$ cat src/rtl/gradient_sequencer.sv
// Valve/pump timing controller for a two-inlet serpentine gradient network.
// Sequence: prime, one dwell per selected outlet, flush, then a single done cycle.
module gradient_sequencer #(
    parameter int unsigned N_OUT = 10,
    parameter int unsigned CW    = 16
) (
    input  logic             clk,
    input  logic             rst_n,
    input  logic             start,
    input  logic             abort,
    input  logic [CW-1:0]    prime_len,
    input  logic [CW-1:0]    dwell_len,
    input  logic [CW-1:0]    flush_len,
    input  logic [N_OUT-1:0] out_mask,
    output logic             inlet_a_en,
    output logic             inlet_b_en,
    output logic [N_OUT-1:0] outlet_open,
    output logic             sample_strobe,
    output logic [3:0]       cur_outlet,
    output logic             busy,
    output logic             done,
    output logic             err
);

    typedef enum logic [2:0] {StIdle, StPrime, StDwell, StFlush, StDone} state_e;

    state_e            state_q, state_d;
    logic [CW-1:0]     cnt_q, cnt_d;
    logic [N_OUT-1:0]  mask_q, mask_d;
    logic [CW-1:0]     dwell_q, dwell_d;
    logic [CW-1:0]     flush_q, flush_d;
    logic [3:0]        cur_d;
    logic              inlet_a_d, inlet_b_d, strobe_d, busy_d, done_d, err_d;
    logic [N_OUT-1:0]  open_d;
    logic [4:0]        first_bit, next_bit;

    function automatic logic [CW-1:0] eff_len(input logic [CW-1:0] v);
        return (v == '0) ? CW'(1) : v;
    endfunction

    // Lowest set mask bit strictly above 'from'; bit 4 of the result flags a hit.
    function automatic logic [4:0] find_above(input logic [N_OUT-1:0] m, input int from);
        logic [4:0] r;
        r = '0;
        for (int i = int'(N_OUT) - 1; i >= 0; i--) begin
            if (m[i] && (i > from)) r = {1'b1, 4'(i)};
        end
        return r;
    endfunction

    assign first_bit = find_above(mask_q, -1);
    assign next_bit  = find_above(mask_q, int'(cur_outlet));

    always_comb begin
        state_d = state_q;
        cnt_d   = cnt_q;
        mask_d  = mask_q;
        dwell_d = dwell_q;
        flush_d = flush_q;
        cur_d   = cur_outlet;
        err_d   = 1'b0;

        unique case (state_q)
            StIdle: begin
                if (start) begin
                    if (|out_mask) begin
                        state_d = StPrime;
                        cnt_d   = eff_len(prime_len);
                        mask_d  = out_mask;
                        dwell_d = dwell_len;
                        flush_d = flush_len;
                    end else begin
                        err_d = 1'b1;
                    end
                end
            end
            StPrime: begin
                if (abort) begin
                    state_d = StFlush;
                    cnt_d   = eff_len(flush_q);
                end else if (cnt_q <= CW'(1)) begin
                    state_d = StDwell;
                    cur_d   = first_bit[3:0];
                    cnt_d   = eff_len(dwell_q);
                end else begin
                    cnt_d = cnt_q - CW'(1);
                end
            end
            StDwell: begin
                if (abort) begin
                    state_d = StFlush;
                    cnt_d   = eff_len(flush_q);
                end else if (cnt_q <= CW'(1)) begin
                    if (next_bit[4]) begin
                        cur_d = next_bit[3:0];
                        cnt_d = eff_len(dwell_q);
                    end else begin
                        state_d = StFlush;
                        cnt_d   = eff_len(flush_q);
                    end
                end else begin
                    cnt_d = cnt_q - CW'(1);
                end
            end
            StFlush: begin
                if (cnt_q <= CW'(1)) begin
                    state_d = StDone;
                    cnt_d   = '0;
                end else begin
                    cnt_d = cnt_q - CW'(1);
                end
            end
            StDone: begin
                state_d = StIdle;
                cnt_d   = '0;
            end
            default: begin
                state_d = StIdle;
                cnt_d   = '0;
            end
        endcase

        if (state_d != StDwell) cur_d = '0;
    end

    // Outputs are decoded from the next state so every output leaves a flop.
    always_comb begin
        inlet_a_d = 1'b0;
        inlet_b_d = 1'b0;
        open_d    = '0;
        strobe_d  = 1'b0;
        done_d    = 1'b0;
        busy_d    = (state_d != StIdle);
        unique case (state_d)
            StPrime: begin
                inlet_a_d = 1'b1;
                inlet_b_d = 1'b1;
                open_d    = '1;
            end
            StDwell: begin
                inlet_a_d = 1'b1;
                inlet_b_d = 1'b1;
                open_d    = N_OUT'(1) << cur_d;
                strobe_d  = (cnt_d == CW'(1));
            end
            StFlush: begin
                inlet_a_d = 1'b1;
                open_d    = '1;
            end
            StDone: done_d = 1'b1;
            default: ;
        endcase
    end

    always_ff @(posedge clk or negedge rst_n) begin
        if (!rst_n) begin
            state_q       <= StIdle;
            cnt_q         <= '0;
            mask_q        <= '0;
            dwell_q       <= '0;
            flush_q       <= '0;
            cur_outlet    <= '0;
            inlet_a_en    <= 1'b0;
            inlet_b_en    <= 1'b0;
            outlet_open   <= '0;
            sample_strobe <= 1'b0;
            busy          <= 1'b0;
            done          <= 1'b0;
            err           <= 1'b0;
        end else begin
            state_q       <= state_d;
            cnt_q         <= cnt_d;
            mask_q        <= mask_d;
            dwell_q       <= dwell_d;
            flush_q       <= flush_d;
            cur_outlet    <= cur_d;
            inlet_a_en    <= inlet_a_d;
            inlet_b_en    <= inlet_b_d;
            outlet_open   <= open_d;
            sample_strobe <= strobe_d;
            busy          <= busy_d;
            done          <= done_d;
            err           <= err_d;
        end
    end

endmodule
$ cat config.mk
export PLATFORM = sky130hd
export DESIGN_NAME = gradient_sequencer
export DESIGN_NICKNAME = d
export VERILOG_FILES = /design/src/rtl/gradient_sequencer.sv
export SDC_FILE = /design/constraint.sdc
export NUM_CORES = 1
export LEC_CHECK = 0
export BUFFER_PORTS_ARGS = -buffer_cell sky130_fd_sc_hd__buf_4
export CAP_MARGIN = 20
export CORE_MARGIN = 5
export CORE_UTILIZATION = 25
export CTS_CLUSTER_DIAMETER = 40
export DETAILED_ROUTE_END_ITERATION = 6
export PLACE_DENSITY = 0.39
export SLEW_MARGIN = 20
export SYNTH_ARGS = -nofsm -noshare
export SYNTH_HDL_FRONTEND = slang
export SYNTH_SLANG_ARGS = --single-unit
$ cat constraint.sdc
create_clock -name clk -period 8.9 [get_ports clk]
set_input_delay 1.78 -clock clk [delete_from_list [all_inputs] [get_ports clk]]
set_output_delay 1.78 -clock clk [all_outputs]
set_load 0.005 [all_outputs]
==> flow_summary.json <==
{
  "ys_top_cells_by_area": "dfrtp_1, mux2_2, nand2_1, o21ai_0, nor2_1",
  "area_growth_pct": 22.9,
  "start_util": 0.256,
  "diodes": 0,
  "die_area_um2": 23000,
  "wl_mm": 18.7,
  "core_um2": 19700,
  "clock_tree.root_cell": "clkbuf_16",
  "ios": 82,
  "grt_use_total": 0.157,
  "outcome": "complete, no violations",
  "critPathRequiredTime_ps": 9160,
  "first_global_vias": 4729,
  "num_rows": 51,
  "drtAntennaViolNets": 0,
  "synthCells": 532,
  "synthDistinctLibCells": 81,
  "finalWorstSetupSlack_ps": 4380,
  "hpwl_mm": 14.3,
  "ys_top_cells_by_count": "dfrtp_1, nand2_1, mux2_2",
  "postCtsSetupBuffers": 0,
  "wl_per_cell_um": 21.5,
  "fin_tns_setup_ps": 0,
  "rsz0062_at_grt": "false",
  "dp_slack_ps": 4000,
  "synth.most_common_cell": "dfrtp_1",
  "die_h_um": 152,
  "postLayoutCellArea_um2": 6180,
  "synth_edf_count": 0,
  "period_share": 0.508,
  "clk_latency_ps": 350,
  "avgSynthCellArea_um2": 9.45,
  "vias": 4691,
  "grt_pass1_wl_mm": 28.9,
  "cp_max_fo": 14,
  "drt_iter0_drc": 457,
  "grt_max_degree": 54,
  "numCtsBuffers": 9,
  "place.gp.congestion": 0.923,
  "synth.largest_area_cell": "dfrtp_1",
  "cts_tree": "done",
  "finalMaxSlewViolations": 0,
  "nFillCells": 2134,
  "cap_violations": 0,
  "ctsResizeCount": 0,
  "cts_sinks": 81,
  "firstDrtPassIters": 7,
  "cts_hold_buffers": 0,
  "cts_max_level": 3,
  "max-vdd-ir-drop_v": 0.0000879,
  "path_cells": "buf_4 -> nor4_1 -> a31oi_4 -> a311oi_2 -> nand2_1 -> nor3b_1 -> or4b_1 -> nor4_2",
  "numPortBuffers": 81,
  "drc": 0,
  "placed_cells": 853,
  "synth_fp_nets": 596,
  "netlist.area_leader.share": 0.403,
  "finalSetupViolCount": 0,
  "overflow": 0,
  "max_stage_delay_ps": 780,
  "layout_min_cycle_time_ps": 4520,
  "final_nets": 663,
  "ys_seq_elements": 81,
  "fin_cells": 869,
  "ys_seq_area_frac": 0.403,
  "avgViaCountPerCell": 5.40,
  "cts_buffer_depth": 2,
  "hold_viol": 0,
  "antenna_found_initial": 0,
  "cts.clk_slew.worst_paths_ps": 70,
  "cp_slowest_cell": "a311oi_2",
  "place_area_um2": 5880,
  "p_leak_nw": 2.52,
  "synth.cell_area_um2": 5030,
  "async_reset_ff_frac": 1.00,
  "drive_above_1_share": 0.265,
  "crit_type": "in -> reg",
  "startpoint_type": "input port",
  "cp.arrival_ps": 4790,
  "ys.flop_type": "dfrtp_1",
  "hold_class": "reg -> reg",
  "max_slew_margin": 0.398,
  "cp-end-kind": "flop",
  "tightestPinTransition_ps": 903,
  "finClkSkew_ps": 6.44,
  "clock.fmax_mhz": 221,
  "p_per_area_nw_per_um2": 208,
  "yosys_warnings": 0,
  "fp.dieW_um": 152
}
## logic make-up (layout without fill, tap and decap cells)
kind of cell               Yosys count  in the layout  share of synthesized area
DFF                                 81             81                      0.403
buffers and inverters               49            121                     0.0421
and+or+nand+nor                    192            192                      0.211
xor gates and xnor gates            10             10                     0.0174
muxes                               43             43                     0.0948
adders and majority gates            2              2                    0.00498
AOI/OAI and AO/OA                  155            155                      0.226
## metrics by stage
| stage | hold WS, ps | util | total power, mW |
|---|---|---|---|
| finish | 520 | 0.314 | 1.29 |
| global route | 552 | 0.314 | 1.35 |
| CTS | 527 | 0.314 | 1.29 |
| detailed placement | 502 | 0.299 | 0.901 |
| global placement | 500 | 0.299 | 0.911 |
| floorplan | 481 | - | 0.754 |
## layer usage
metal	track usage	vias up	share of wire
met2	0.233	183	0.44
met1	0.230	2320	0.48
met5	0	-	0
li1	-	2163	-
met3	0.0310	25	0.057
met4	0.0501	0	0.020
## state kept, by name, indices dropped and copies added, names as in the netlist
name,cells
cnt_q,16
err,1
inlet_b_en,1
sample_strobe,1
cur_outlet,4
outlet_open,10
inlet_a_en,1
flush_q,16
mask_q,10
done,1
busy,1
dwell_q,16
state_q,3
## final timing paths
kind	from	to	cells after the start	slack, ps
max	out_mask[7]	sample_strobe	8	4380
min	dwell_q[0]	dwell_q[0]	1	520
max reg2reg	cnt_q[0]	sample_strobe	9	5100
min reg2reg	dwell_q[0]	dwell_q[0]	1	520
max in group asynchronous	rst_n	cnt_q[8]	2	6520
min in group asynchronous	rst_n	mask_q[1]	1	1410
## area by class of cell
class,instances,area (um2),area share
Sequential cell,81,2030,0.328
Clock inverter,5,46.3,0.00749
Tap cell,265,332,0.0536
Inverter,18,67.6,0.0109
Multi-Input combinational cell,402,2800,0.453
Clock buffer,11,253,0.0409
Timing Repair Buffer,87,653,0.106
## cells in the final DEF (no fill, tap or decap), types with 7 or more instances in the layout
cell type  count
mux2_2        37
o31ai_1       12
o21ai_0       28
nor2_1        36
nand2b_1       7
inv_1         18
o211ai_1       9
nor3_1        14
a21oi_1       21
clkbuf_16      9
dfrtp_1       81
nand4_1        7
nand3_1       19
nand2_1       44
nor4_1        16
buf_4         87
## worst max-delay path: cells and delay by family
kind	cells	cell delay (ps)
simple gates	5	1910
buf+inv	1	110
compound gates	2	980
## report_power, final
group | internal, mW | leakage [nW] | switching [mW] | total [mW]
clock network | 0.209 | 0.149 | 0.168 | 0.378
registers | 0.416 | 0.977 | 0.0845 | 0.501
logic | 0.168 | 1.40 | 0.241 | 0.409
total | 0.794 | 2.52 | 0.493 | 1.29
No activity file was read; power rests on OpenSTA's default activity.
